[config.mk]
export PLATFORM = sky130hd
export DESIGN_NAME = pixel_stream_gen
export DESIGN_NICKNAME = d
export VERILOG_FILES = /design/src/rtl/pixel_stream_gen.sv
export SDC_FILE = /design/constraint.sdc
export NUM_CORES = 1
export LEC_CHECK = 0
export ABC_CLOCK_PERIOD_IN_PS = 3800
export BUFFER_PORTS_ARGS = -buffer_cell sky130_fd_sc_hd__buf_2
export CORE_MARGIN = 2
export CORE_UTILIZATION = 40
export DETAILED_ROUTE_END_ITERATION = 10
export PLACE_DENSITY_LB_ADDON = 0.15
export SETUP_SLACK_MARGIN = 0.4
export SYNTH_ARGS = -nofsm -noshare
export SYNTH_HDL_FRONTEND = slang
export SYNTH_SLANG_ARGS = --single-unit
[constraint.sdc]
create_clock -name D5M_PXCLK -period 3.8 [get_ports D5M_PXCLK]
set_input_delay 0.76 -clock D5M_PXCLK [delete_from_list [all_inputs] [get_ports D5M_PXCLK]]
set_output_delay 0.76 -clock D5M_PXCLK [all_outputs]
set_load 0.01 [all_outputs]
[src/rtl/pixel_stream_gen.sv]
// D5M-style pixel stream source: programmable blanking, X/Y counters and
// four selectable test patterns, every output registered.
module pixel_stream_gen #(
  parameter int H_ACTIVE = 640,
  parameter int V_ACTIVE = 480,
  parameter int H_BLANK  = 0,
  parameter int V_BLANK  = 19000,
  parameter int FV_LEAD  = 1000
) (
  input  logic        D5M_PXCLK,
  input  logic        iRST_N,
  input  logic        iEN,
  input  logic [1:0]  iPATTERN,
  input  logic [11:0] iCONST,
  output logic [11:0] oDATA,
  output logic [15:0] oX_Cont,
  output logic [15:0] oY_Cont,
  output logic        oFVAL,
  output logic        oDATA_VAL,
  output logic        oFRAME_DONE,
  output logic [15:0] oFRAME_CNT
);

  // Zero-length phases collapse to a single cycle rather than wrapping the counter.
  localparam logic [15:0] VB_LAST = 16'((V_BLANK > 0) ? V_BLANK - 1 : 0);
  localparam logic [15:0] FL_LAST = 16'((FV_LEAD > 0) ? FV_LEAD - 1 : 0);
  localparam logic [15:0] HB_LAST = 16'((H_BLANK > 0) ? H_BLANK - 1 : 0);
  localparam logic [15:0] X_LAST  = 16'(H_ACTIVE - 1);
  localparam logic [15:0] Y_LAST  = 16'(V_ACTIVE - 1);

  typedef enum logic [2:0] {S_IDLE, S_VBLANK, S_LEAD, S_ACTIVE, S_HBLANK} state_e;

  state_e      state_q, state_d;
  logic [15:0] phase_q, phase_d;
  logic [15:0] x_q, x_d, y_q, y_d;
  logic [1:0]  pat_q, pat_d;
  logic [11:0] cst_q, cst_d;
  logic [3:0]  c16_q, c16_d;
  logic [4:0]  c18_q, c18_d, c20_q, c20_d;
  logic [11:0] data_q, data_d;
  logic        fval_q, fval_d, dval_q, dval_d, done_q, done_d;
  logic [15:0] cnt_q, cnt_d;

  always_comb begin
    state_d = state_q;
    phase_d = phase_q + 16'd1;
    x_d     = x_q;
    y_d     = y_q;
    pat_d   = pat_q;
    cst_d   = cst_q;
    done_d  = 1'b0;
    cnt_d   = cnt_q;
    // Ladder wrap counters track the index of the pixel currently on the bus.
    c16_d   = c16_q;
    c18_d   = c18_q;
    c20_d   = c20_q;
    if (state_q == S_ACTIVE) begin
      c16_d = (c16_q == 4'd15) ? 4'd0 : c16_q + 4'd1;
      c18_d = (c18_q == 5'd17) ? 5'd0 : c18_q + 5'd1;
      c20_d = (c20_q == 5'd19) ? 5'd0 : c20_q + 5'd1;
    end
    case (state_q)
      S_IDLE: begin
        phase_d = '0;
        if (iEN) state_d = S_VBLANK;
      end
      S_VBLANK: begin
        if (phase_q == VB_LAST) begin
          phase_d = '0;
          if (iEN) begin
            state_d = S_LEAD;
            pat_d   = iPATTERN;
            cst_d   = iCONST;
            c16_d   = '0;
            c18_d   = '0;
            c20_d   = '0;
          end else begin
            state_d = S_IDLE;
          end
        end
      end
      S_LEAD: begin
        if (phase_q == FL_LAST) begin
          state_d = S_ACTIVE;
          x_d     = '0;
          y_d     = '0;
        end
      end
      S_ACTIVE: begin
        if (x_q == X_LAST) begin
          x_d = '0;
          if (y_q == Y_LAST) begin
            state_d = S_VBLANK;
            phase_d = '0;
            y_d     = '0;
            done_d  = 1'b1;
            cnt_d   = cnt_q + 16'd1;
          end else if (H_BLANK > 0) begin
            state_d = S_HBLANK;
            phase_d = '0;
          end else begin
            y_d = y_q + 16'd1;
          end
        end else begin
          x_d = x_q + 16'd1;
        end
      end
      S_HBLANK: begin
        if (phase_q == HB_LAST) begin
          state_d = S_ACTIVE;
          y_d     = y_q + 16'd1;
        end
      end
      default: state_d = S_IDLE;
    endcase
  end

  // Outputs are decoded from next-state values so they line up with the state register.
  always_comb begin
    fval_d = (state_d == S_LEAD) || (state_d == S_ACTIVE) || (state_d == S_HBLANK);
    dval_d = (state_d == S_ACTIVE);
    data_d = '0;
    if (dval_d) begin
      case (pat_q)
        2'd0:    data_d = cst_q;
        2'd1:    data_d = x_d[11:0];
        2'd2:    data_d = (c16_d == 4'd0) ? 12'd67  :
                          (c18_d == 5'd0) ? 12'd197 :
                          (c20_d == 5'd0) ? 12'd100 : 12'd82;
        default: data_d = (x_d[3] ^ y_d[3]) ? 12'hFFF : 12'h000;
      endcase
    end
  end

  always_ff @(posedge D5M_PXCLK or negedge iRST_N) begin
    if (!iRST_N) begin
      state_q <= S_IDLE;
      phase_q <= '0;
      x_q     <= '0;
      y_q     <= '0;
      pat_q   <= '0;
      cst_q   <= '0;
      c16_q   <= '0;
      c18_q   <= '0;
      c20_q   <= '0;
      data_q  <= '0;
      fval_q  <= 1'b0;
      dval_q  <= 1'b0;
      done_q  <= 1'b0;
      cnt_q   <= '0;
    end else begin
      state_q <= state_d;
      phase_q <= phase_d;
      x_q     <= x_d;
      y_q     <= y_d;
      pat_q   <= pat_d;
      cst_q   <= cst_d;
      c16_q   <= c16_d;
      c18_q   <= c18_d;
      c20_q   <= c20_d;
      data_q  <= data_d;
      fval_q  <= fval_d;
      dval_q  <= dval_d;
      done_q  <= done_d;
      cnt_q   <= cnt_d;
    end
  end

  assign oDATA       = data_q;
  assign oX_Cont     = x_q;
  assign oY_Cont     = y_q;
  assign oFVAL       = fval_q;
  assign oDATA_VAL   = dval_q;
  assign oFRAME_DONE = done_q;
  assign oFRAME_CNT  = cnt_q;

endmodule

# Word level (Yosys, flattened, before mapping)

Index checks and enable logic that the tools add are counted.
W data, S select, Z words.

Register bits after elaboration: 110
Input port bits: 17
Output and inout port bits: 63
Word-level logic and storage cells: 101

Add/sub/neg operators: 7
Equality and inequality tests: 19
Muxes and demuxes: 44
Bitwise operators: 1
Reductions and logical operators: 14

Operators with widths:

| cell                    | number |
|---|---|
| $mux W16                | 9 |
| $pmux W16 S3            | 2 |
| $add A16 B1 Y16 const B | 4 |
| $mux W5                 | 10 |
| $pmux W12 S3            | 1 |
| $eq A16 B10 Y1 const B  | 2 |
| $pmux W16 S2            | 1 |
| $mux W12                | 2 |
| $mux W4                 | 5 |
| $mux W3                 | 6 |
| $eq A16 B15 Y1 const B  | 1 |
| $eq A16 B9 Y1 const B   | 1 |
| $logic_not A16 Y1       | 1 |
| $mux W8                 | 2 |
| $pmux W3 S5             | 1 |
| $eq A3 B2 Y1 const B    | 4 |
| $add A5 B1 Y5 const B   | 2 |
| $eq A5 B5 Y1 const B    | 2 |
| $logic_not A5 Y1        | 2 |
| $eq A3 B3 Y1 const B    | 2 |
| $mux W6                 | 1 |
| $reduce_and A3 Y1       | 2 |
| $add A4 B1 Y4 const B   | 1 |
| $eq A4 B4 Y1 const B    | 1 |
| other kinds (16)        | 20 |

# Logic depth before layout (Yosys ltp)

Gate-level depths: netlist of run 1.

Depth after elaboration: 12
Mapped depth: 10
Depth with buffers taken out: 9

# Least setup slack after synthesis of run 1

No wires, ideal clock.

Kind: register -> register
Start: register x_q[7] (netlist: oX_Cont[7])
End: register data_q[4] (netlist: oDATA[4])
Library setup time: 0.132 ns
Data arrival time: 2.546 ns
Required time: 3.668 ns
Slack: 1.121 ns
Stages on the path, launching flop included: 10
Period minus slack after synthesis: 2.679 ns
Cell sequence: dfrtp_1 -> buf_6 -> or4_4 -> nor3_4 -> a211oi_1 -> o21a_1 -> or4_4 -> mux2i_4 -> buf_6 -> nor3b_2

Word-level cells in the longest chain between the ends: 7
Elaborated cells between the ends (all ways): 12

RTL lines:

| what                                                | line | text |
|---|---|---|
| start, declared                                     | 35   | `logic [15:0] x_q, x_d, y_q, y_d;` |
| start signal, assigned                              | 139  | `x_q <= '0;` |
| start signal, assigned                              | 154  | `x_q <= x_d;` |
| $eq A16 B10 Y1 (*)                                  | 90   | `if (x_q == X_LAST) begin` |
| $mux W16                                            | 90   |  |
| $pmux W16 S3 / $pmux W16 S2 (equally long branches) | 62   | `case (state_q)` |
| $xor A1 B1 Y1                                       | 130  | `default: data_d = (x_d[3] ^ y_d[3]) ? 12'hFFF : 12'h000;` |
| $mux W12                                            | 130  |  |
| $pmux W12 S3                                        | 124  | `case (pat_q)` |
| $mux W12 (*)                                        | 123  | `if (dval_d) begin` |
| named net data_d[4]                                 | 40   | `logic [11:0] data_q, data_d;` |
| end signal, assigned                                | 161  | `data_q <= data_d;` |
| end, declared                                       | 40   |  |

Mark *: on every way through the listed nets, which the timed path passes. The rest lies on a longest branch. The select of a mux whose other input is x is not followed.
A chain may end at the register's enable or synchronous reset.

# Worst setup path after layout of run 1

Start: register x_q[7] (netlist: oX_Cont[7])
End: register data_q[2] (netlist: oDATA[2])

Same word-level chain as after synthesis.

==> results of run 1 <==
[metal layers]
layer,GRT usage (%),share of wire [%],wire length [um]
met1,25.6,47,6570
met2,28.7,46,6440
met3,3.72,4.3,596
met4,6.47,1.9,266
met5,0,0,0
[cell families after synthesis]
kind of cell	count (synthesis)	synth area share [%]
AOI/OAI and AO/OA	111	13.4
xor gates and xnor gates	45	6.71
adders and majority gates	9	1.92
buffers and inverters	51	3.90
DFF	110	46.9
muxes	19	3.73
and+or+nand+nor	247	23.4
[flip-flops by register name, summed over array words and instances (netlist names), 3 cells and up]
| name | count |
|---|---|
| c16_q | 4 |
| c18_q | 5 |
| c20_q | 5 |
| cst_q | 12 |
| oDATA | 12 |
| oFRAME_CNT | 16 |
| oX_Cont | 16 |
| oY_Cont | 16 |
| phase_q | 16 |
| state_q | 3 |
[synth_stat cells (all sizes together) (6+ instances only)]
library cell	n
and3	12
o311ai	6
ha	9
a211oi	6
inv	21
nor3b	7
or4	9
nor4	11
clkbuf	16
xor2	23
nor3	14
mux2	13
o31ai	11
dfrtp	110
nand2	39
xnor2	22
nand4	18
nand3	26
nor2	72
mux2i	6
o21ai	37
buf	14
a21oi	11
[cell type report]
type / instances / share of cell area (%)
Clock buffer: 11 / 3.62
Clock inverter: 4 / 0.708
Inverter: 21 / 1.17
Multi-Input combinational cell: 431 / 43.1
Sequential cell: 110 / 41.0
Tap cell: 184 / 3.43
Timing Repair Buffer: 87 / 7.01
[worst max path at each step]
stage / start / cells past startpoint / to / slack (ns)
after floorplan: oX_Cont[7] / 9 / oDATA[4] / 1.12
after global placement: oX_Cont[7] / 7 / oDATA[2] / 0.71
after detailed placement: oX_Cont[7] / 8 / oDATA[2] / 0.62
after CTS: oX_Cont[7] / 8 / oDATA[2] / 0.61
after global routing: oX_Cont[7] / 7 / oDATA[2] / 0.40
final: oX_Cont[7] / 7 / oDATA[2] / 0.59
[power by group through the flow]
stage | clock, W | sequential, W | combinational, W
2_1_floorplan | 0 | 0.00119 | 0.00000143
3_3_place_gp | 0 | 0.00119 | 0.0000364
3_5_place_dp | 0 | 0.00119 | 0.0000369
4_1_cts | 0.000979 | 0.00117 | 0.0000369
5_1_grt | 0.00102 | 0.00117 | 0.0000406
6_report | 0.000951 | 0.00117 | 0.0000344
[placed cells by master (no fill, tap or decap), drive strengths merged, types with 5 or more instances in the layout]
master	n
nor2	72
mux2i	6
buf	87
inv	21
xor2	23
a21oi	11
and2	5
dfrtp	110
nand3	26
a21o	5
or4	9
nand2	39
and3	12
nor2b	5
nor4	11
o31ai	11
nor3b	7
nand4	18
o21ai	37
and4	5
o311ai	6
or3	5
ha	9
a211oi	6
clkbuf	11
mux2	13
xnor2	22
nor3	14
[metrics by stage]
| step | total power [W] | area, um^2 |
|---|---|---|
| after detailed placement | 0.00123 | 6420 |
| after floorplan | 0.00119 | 5870 |
| after global routing | 0.00223 | 6710 |
| after global placement | 0.00123 | 6420 |
| after CTS | 0.00219 | 6710 |
| final | 0.00216 | 6710 |
[worst max-delay path: cells and delay by family, from the launching register on]
kind               cells  cell delay, ns
and+or+nand+nor        5            1.73
DFF                    1            0.48
AOI/OAI and AO/OA      1            0.44
muxes                  1            0.44
==> summary.txt, run 1 <==
Status: complete, no violations
Vias/cell: 5.59
Post-DRT Antenna Nets: 0
Worst R2R Setup Slack: 0.59 ns
Die width: 125 um
Fin worst setup slack: 0.586 ns
Min cycle time layout: 3.21 ns
DP Cell Count: 833
Syn Nets: 618
Post-Syn Area: 5870 um^2
Initial Utilization: 40.7%
Pre-CTS WS: 0.624 ns
Pins over their slew limit: 0
Clock latency on the worst-skew pair: 0.36 ns
Tightest Pin Transition: 0.649 ns
Synth Flop Type: dfrtp_1
DRT Pass-1 Iters: 4
Critical Path Sink Type: flop
Most frequent CP cell: or4_4
Share of layout cells above drive strength 1: 21.7%
Max-slew headroom: 56.7%
Unrepaired setup endpoints after global routing: false
Setup total negative slack: 0 ns
FFs w/ async S/R, synth: 100%
Drt total wl: 13900 um
Post-cts resize count: 0
Setup bufs post-CTS: 0
Internal power: 0.00170 W
Count of cell types in the netlist: 73
Gr usage total: 18.4%
Crit-path cells: or4_4 -> nor3_4 -> a21o_1 -> nor3_1 -> or4_4 -> mux2i_4 -> and3b_1
Number of diodes: 0
Placer Congestion: 0.860
R2R depth: 7
Gr ovfl total: 0
I/O pins: 80
Worst hold path type: primary input to asynchronous set/reset pin
Net Sw Frac: 21.0%
Clock Root Buffer: clkbuf_16
DRC Markers: 0
Antenna violations before repair: 0
Die Ht: 125 um
Final setup violation count: 0
Nets: 686
Core Util, Final: 46.5%
Vias in the first global route: 4600
Register area share after synthesis: 46.9%
Slowest cell on crit path: or4_4
Core area: 14400 um^2
Area Overhead vs Synth: 14.3%
Power Dens Cells: 321 nW/um^2
Final hold violation count: 0
Mapped Cells: 592
Routed via count: 4743
Sw Pwr: 0.000453 W
# fillers: 1384
Clk pwr share: 44.1%
Post-synth top area cell: dfrtp_1
Global-route wire length before repair: 23400 um
Area contributors post-synth: dfrtp_1 47%, nor2_1 4.3%, xor2_1 3.4%
CTS H-tree depth: 3
Worst-case clock buffer depth: 2
Final worst-path cycle share: 84.6%
Worst setup SP type: flop
Hold_buf cts: 0
Clock-pin slew on the worst setup and hold paths: 0.07 ns
P_leak: 3.16 nW
VDD IR-drop max: 217 uV
Reg power frac: 54.3%
Combinational share of power: 1.6%
Fin Clk Skew: 0.0105 ns
Synth top area share: 46.9%
Synth Area per Inst: 9.92 um^2
Reg2reg end: oDATA[2]
Initial DRC Count: 301
CTS tree: done
Hold_ws: 0.406 ns
# rows: 44
Clock sink total: 110
WS Path Type: flop to flop
Max Fanout on Critical Path: 13
Max stage delay on crit path: 0.59 ns
Number of synthesized flops with an enable pin: 0
CTS buffer count: 9
Final Non-Filler Cells: 848
FMAX: 0.311 GHz
Die area: 15700 um^2
Critical Path RT: 4.06 ns
Maximum Capacitance Violations: 0
Routed len/inst: 16.4 um
Largest net degree at the start of global routing: 62
Dpl hpwl: 9950 um
Area occupied by multi-input gates: 2890 um^2
Port-buffer cells: 79
Seq cells post-synth: 110
FF/Latch Area: 2750 um^2
R2R Path Start: oX_Cont[7]
WP data arrival: 3.47 ns
Ys Warns: 0
No activity file was read; power rests on OpenSTA's default activity.
==> inputs of run 2 (changes only) <==
- ABC_CLOCK_PERIOD_IN_PS: 3800 -> 2730
- clock period: 3.8 -> 2.73 ns (I/O delays scaled with it)
==> run 2 against run 1 <==
  * The flow now finishes with violations (setup timing)
  * Wire length is 14% higher
  * Utilization up 7.8 points
  * Die area stayed put
  * Register-to-register slack worse by 0.60 ns
  * Largest cell class unchanged
==> summary.txt, run 2 (same netlist as run 1, synthesis figures left out) <==
DRT Pass-1 Iters: 5
Fin worst setup slack: -0.00960 ns
Die Ht: 125 um
Post-DRT Antenna Nets: 0
Gr ovfl total: 0
Tightest Pin Transition: 0.665 ns
Clock Root Buffer: clkbuf_16
Initial DRC Count: 363
Nets: 755
Clock-pin slew on the worst setup and hold paths: 0.07 ns
Routed len/inst: 17.2 um
Hold_buf cts: 0
Pins over their slew limit: 0
Reg2reg end: oDATA[7]
Status: finished, violations left
Failing checks: setup timing
Initial Utilization: 40.7%
WP data arrival: 2.97 ns
Min cycle time layout: 2.74 ns
P_leak: 3.70 nW
Maximum Capacitance Violations: 0
Dpl hpwl: 10800 um
Clk pwr share: 44.0%
Clock latency on the worst-skew pair: 0.36 ns
I/O pins: 80
Vias in the first global route: 5027
# rows: 44
Final Non-Filler Cells: 918
Final hold violation count: 0
Largest net degree at the start of global routing: 49
Commonest cells after routing, fill and taps aside: 107 x dfrtp_1, 79 x buf_2, 59 x nor2_1
Max-slew headroom: 55.7%
Number of diodes: 0
Die width: 125 um
Sw Pwr: 0.000649 W
Crit-path cells: or4_4 -> buf_6 -> nor4_4 -> nand3_2 -> a22oi_2 -> a21o_1 -> mux2i_4 -> buf_12 -> nor3b_2
Max Fanout on Critical Path: 10
Critical Path Sink Type: flop
Placer Congestion: 0.819
DP Cell Count: 879
Vias/cell: 5.61
Buf/Inv on CP: 2
Internal power: 0.00236 W
Slowest cell on crit path: or4_4
CTS tree: done
Antenna violations before repair: 0
Reg power frac: 54.1%
FMAX: 0.365 GHz
R2R Path Start: phase_q[15]
Core area: 14400 um^2
Global-route wire length before repair: 25500 um
Fin Clk Skew: 0.0143 ns
Combinational share of power: 1.8%
# fillers: 1285
Drt total wl: 15800 um
Worst setup SP type: flop
Max stage delay on crit path: 0.54 ns
Critical Path RT: 2.96 ns
DRC Markers: 0
Net Sw Frac: 21.6%
Gr usage total: 20.0%
Port-buffer cells: 79
Final setup violation count: 6
Core Util, Final: 54.3%
CTS buffer count: 9
CP delay by family, top: simple AND/OR/NAND/NOR gates
Area Overhead vs Synth: 33.4%
Worst-case clock buffer depth: 2
Routed via count: 5151
Worst hold path type: primary input to asynchronous set/reset pin
Die area: 15700 um^2
VDD IR-drop max: 288 uV
WS Path Type: flop to flop
Share of layout cells above drive strength 1: 36.9%
CTS H-tree depth: 3
R2R depth: 9
Final worst-path cycle share: 100%
Unrepaired setup endpoints after global routing: true
Worst R2R Setup Slack: -0.01 ns
Most common cell after layout, fill and taps aside: dfrtp_1
Power Dens Cells: 384 nW/um^2
Clock sink total: 110
[run 2: power groups by stage]
stage          registers, W    logic, W  clock network, W
2_1_floorplan       0.00166  0.00000220                 0
3_3_place_gp        0.00166   0.0000549                 0
3_5_place_dp        0.00166   0.0000568                 0
4_1_cts             0.00163   0.0000571           0.00137
5_1_grt             0.00163   0.0000633           0.00142
6_report            0.00163   0.0000548           0.00132
[run 2: final cells by class]
| cell class | count | area, um^2 | area share [%] |
|---|---|---|---|
| multi-input combinational | 431 | 3310 | 42.2 |
| sequential | 110 | 2760 | 35.2 |
| clock buffer | 11 | 233 | 2.97 |
| clock inverter | 5 | 58.8 | 0.751 |
| tap | 184 | 230 | 2.94 |
| timing repair buffer | 156 | 1160 | 14.8 |
| inverter | 21 | 83.8 | 1.07 |
[run 2: worst max-delay path by stage]
| stage | from | endpoint | slack, ns | cells past startpoint |
|---|---|---|---|---|
| 2_1_floorplan | oX_Cont[15] | oDATA[4] | 0.18 | 8 |
| 3_3_place_gp | phase_q[0] | oDATA[3] | -0.14 | 9 |
| 3_5_place_dp | phase_q[0] | oDATA[3] | -0.1 | 9 |
| 4_1_cts | phase_q[1] | oDATA[10] | 0.008 | 10 |
| 5_1_grt | phase_q[15] | oDATA[8] | -0.07 | 9 |
| 6_report | phase_q[15] | oDATA[7] | -0.01 | 9 |
[run 2: layer usage]
layer  track usage, %  up-vias  routed length (um)
li1                 -     2419                   -
met1             27.6     2602                7140
met2             31.5      112                7730
met3             4.92       18                 672
met4             5.56        0                 228
met5                0        -                   0
[run 2: through the flow]
step / setup TNS, ns / power [W] / hold WS [ns] / worst slack, ns / cell area, um^2
global route: -0.668 / 0.00311 / 0.256 / -0.0739 / 7830
CTS: 0 / 0.00305 / 0.236 / 0.00789 / 7470
global placement: -0.141 / 0.00172 / 0.454 / -0.141 / 6930
detailed placement: -0.112 / 0.00172 / 0.480 / -0.0960 / 6930
floorplan: 0 / 0.00166 / 0.250 / 0.181 / 6010
finish: -0.0345 / 0.00301 / 0.215 / -0.00960 / 7830
[run 2: repair_timing]
| action | CTS | global route |
|---|---|---|
| buffers inserted | 8 | 10 |
| setup endpoints to repair | 64 | 59 |
| resized for setup | 31 | 66 |
| gates cloned | 3 | 2 |
| pin swaps | 10 | 33 |
[run 2: worst register-to-register path: stages (launching register included)]
cell and delay, ns:
dfrtp_1 0.39, or4_4 0.54, buf_6 0.14, nor4_4 0.39, nand3_2 0.17, a22oi_2 0.22, a21o_1 0.21, mux2i_4 0.34
buf_12 0.18, nor3b_2 0.05
==> inputs of run 3 (changes only) <==
- ABC_AREA: not set -> 1
==> run 3 against run 2 <==
  * The flow now finishes without violations
  * Clock-buffer cell count is 1 lower
  * Global-route usage is 1.4 points lower
  * Register-to-register slack better by 0.59 ns
  * Critical path type unchanged
  * Largest cell class unchanged
==> summary.txt, run 3 <==
Drt total wl: 14800 um
# fillers: 1468
DR WL met2: 7120 um
Post-Syn Area: 6070 um^2
Pre-CTS WS: 0.365 ns
Worst setup SP type: flop
FMAX: 0.464 GHz
Post-route cell area: 7100 um^2
Vias in the first global route: 5075
Status: complete, no violations
Synth Flop Type: dfrtp_1
Initial Utilization: 40.4%
Number of diodes: 0
Tightest Pin Transition: 0.456 ns
Die Ht: 127 um
Initial DRC Count: 359
Min cycle time layout: 2.15 ns
Max-slew headroom: 69.3%
# rows: 45
Syn Nets: 793
Worst hold path type: primary input to asynchronous set/reset pin
Worst R2R Setup Slack: 0.58 ns
Fin Clk Skew: 0.0105 ns
Worst-case clock buffer depth: 2
Power Dens Cells: 414 nW/um^2
DR top layer: met4
Clock sink total: 110
WL met1: 6800 um
Met3 wire length: 637 um
Core area: 15000 um^2
Critical Path Sink Type: flop
CTS H-tree depth: 3
DRT Pass-1 Iters: 5
Max Fanout on Critical Path: 14
Synth Area per Inst: 7.92 um^2
Gr ovfl total: 0
Die width: 127 um
WP data arrival: 2.41 ns
Clock Root Buffer: clkbuf_16
Final setup violation count: 0
Clock-pin slew on the worst setup and hold paths: 0.07 ns
DP Cell Count: 1029
Gr usage total: 18.6%
Reg2reg end: oDATA[1]
Routed len/inst: 14.1 um
Setup total negative slack: 0 ns
Number of synthesized flops with an enable pin: 0
Commonest cells after routing, fill and taps aside: 171 x nand2_1, 109 x dfrtp_1, 85 x inv_1, 85 x nor2_1, 78 x buf_2
Vias/cell: 5.13
Clock latency on the worst-skew pair: 0.36 ns
FFs w/ async S/R, synth: 100%
R2R Path Start: oX_Cont[1]
Port-buffer cells: 79
Nets: 881
Maximum Capacitance Violations: 0
Routed via count: 5381
Fin worst setup slack: 0.577 ns
Critical Path RT: 2.98 ns
Synth top area share: 45.3%
Most common cell after layout, fill and taps aside: nand2_1
Synth cell count leaders: 173 x nand2_1, 110 x dfrtp_1, 89 x nor2_1
Register area share after synthesis: 45.3%
Placer Congestion: 0.826
Final Non-Filler Cells: 1048
Hold_buf cts: 0
Die area: 16200 um^2
Area contributors post-synth: dfrtp_1 45%, nand2_1 11%, nor2_1 5.5%
Seq cells post-synth: 110
Dpl hpwl: 11000 um
Post-synth top area cell: dfrtp_1
Global-route wire length before repair: 24300 um
Antenna violations before repair: 0
I/O pins: 80
Final worst-path cycle share: 78.9%
DRC Markers: 0
Final hold violation count: 0
CTS buffer count: 9
WS Path Type: flop to flop
P_leak: 3.57 nW
Count of cell types in the netlist: 45
Mapped Cells: 767
Area Overhead vs Synth: 17.0%
CTS tree: done
Pins over their slew limit: 0
Placed inst area: 6700 um^2
R2R depth: 14
Largest net degree at the start of global routing: 62
VDD IR-drop max: 284 uV
Share of layout cells above drive strength 1: 21.6%
Unrepaired setup endpoints after global routing: false
Most frequent cell after synthesis: nand2_1
Hold_ws: 0.0806 ns
Post-DRT Antenna Nets: 0
Ys Warns: 0
run 3: through the flow:
stage	utilization [%]	total power (W)
finish	47.2	0.00294
global route	47.2	0.00306
CTS	46.4	0.00299
detailed placement	44.5	0.00171
global placement	44.5	0.00171
floorplan	-	0.00166
run 3: critical path: stages (launching register included):
cell	delay, ns
dfrtp_1	0.39
ha_1	0.20
nand3_1	0.10
nor3_2	0.16
nand2_1	0.16
nand2_2	0.17
nand2_1	0.08
inv_2	0.07
nand2_4	0.12
nand2_2	0.11
nand2_2	0.06
nand2_1	0.10
nand3_4	0.14
nand2_8	0.15
nor2_1	0.05
run 3: area by class of cell:
cell class | count | area [um^2] | share of cell area [%]
Timing Repair Buffer | 88 | 478 | 6.73
Multi-Input combinational cell | 542 | 2960 | 41.7
Sequential cell | 110 | 2750 | 38.8
Inverter | 104 | 394 | 5.55
Clock inverter | 6 | 42.5 | 0.599
Tap cell | 188 | 235 | 3.31
Clock buffer | 10 | 239 | 3.36
run 3: worst max path at each step:
stage | start | to | slack, ns
floorplan | oX_Cont[0] | oDATA[3] | 0.79
global placement | oX_Cont[12] | oDATA[1] | 0.44
detailed placement | oX_Cont[0] | oDATA[1] | 0.37
CTS | oX_Cont[0] | oY_Cont[5] | 0.44
global route | oY_Cont[0] | oY_Cont[12] | 0.40
finish | oX_Cont[1] | oDATA[1] | 0.58
run 3: where the power goes:
part | leakage (nW) | switching [W] | total [W] | internal, W
logic | 1.99 | 0.0000355 | 0.0000480 | 0.0000125
registers | 1.45 | 0 | 0.00163 | 0.00163
clock network | 0.135 | 0.000615 | 0.00126 | 0.000648
run 3: routing by layer:
layer	up-vias	GRT usage (%)
li1	2664	-
met1	2543	24.3
met2	152	31.1
met3	22	3.73
met4	0	6.66
met5	-	0
run 3: what timing repair did:
action                                  in CTS  in global routing
pin swaps                                    0                  2
buffers inserted                             0                  2
endpoints found under the hold margin        0                  0
gates cloned                                 0                  1
gates resized for setup                      1                 21
endpoints found under the setup margin      11                 21
run 3: cells by family (layout without fill, tap and decap cells):
family          Yosys count  count (layout)  synth area share [%]
flops                   110             110                  45.3
xor+xnor                 26              26                  3.75
fa+ha+maj                 9               9                  1.85
mux                      12              12                  2.23
buf+inv                 116             208                  7.67
simple gates            421             422                  32.5
compound gates           73              73                  6.68
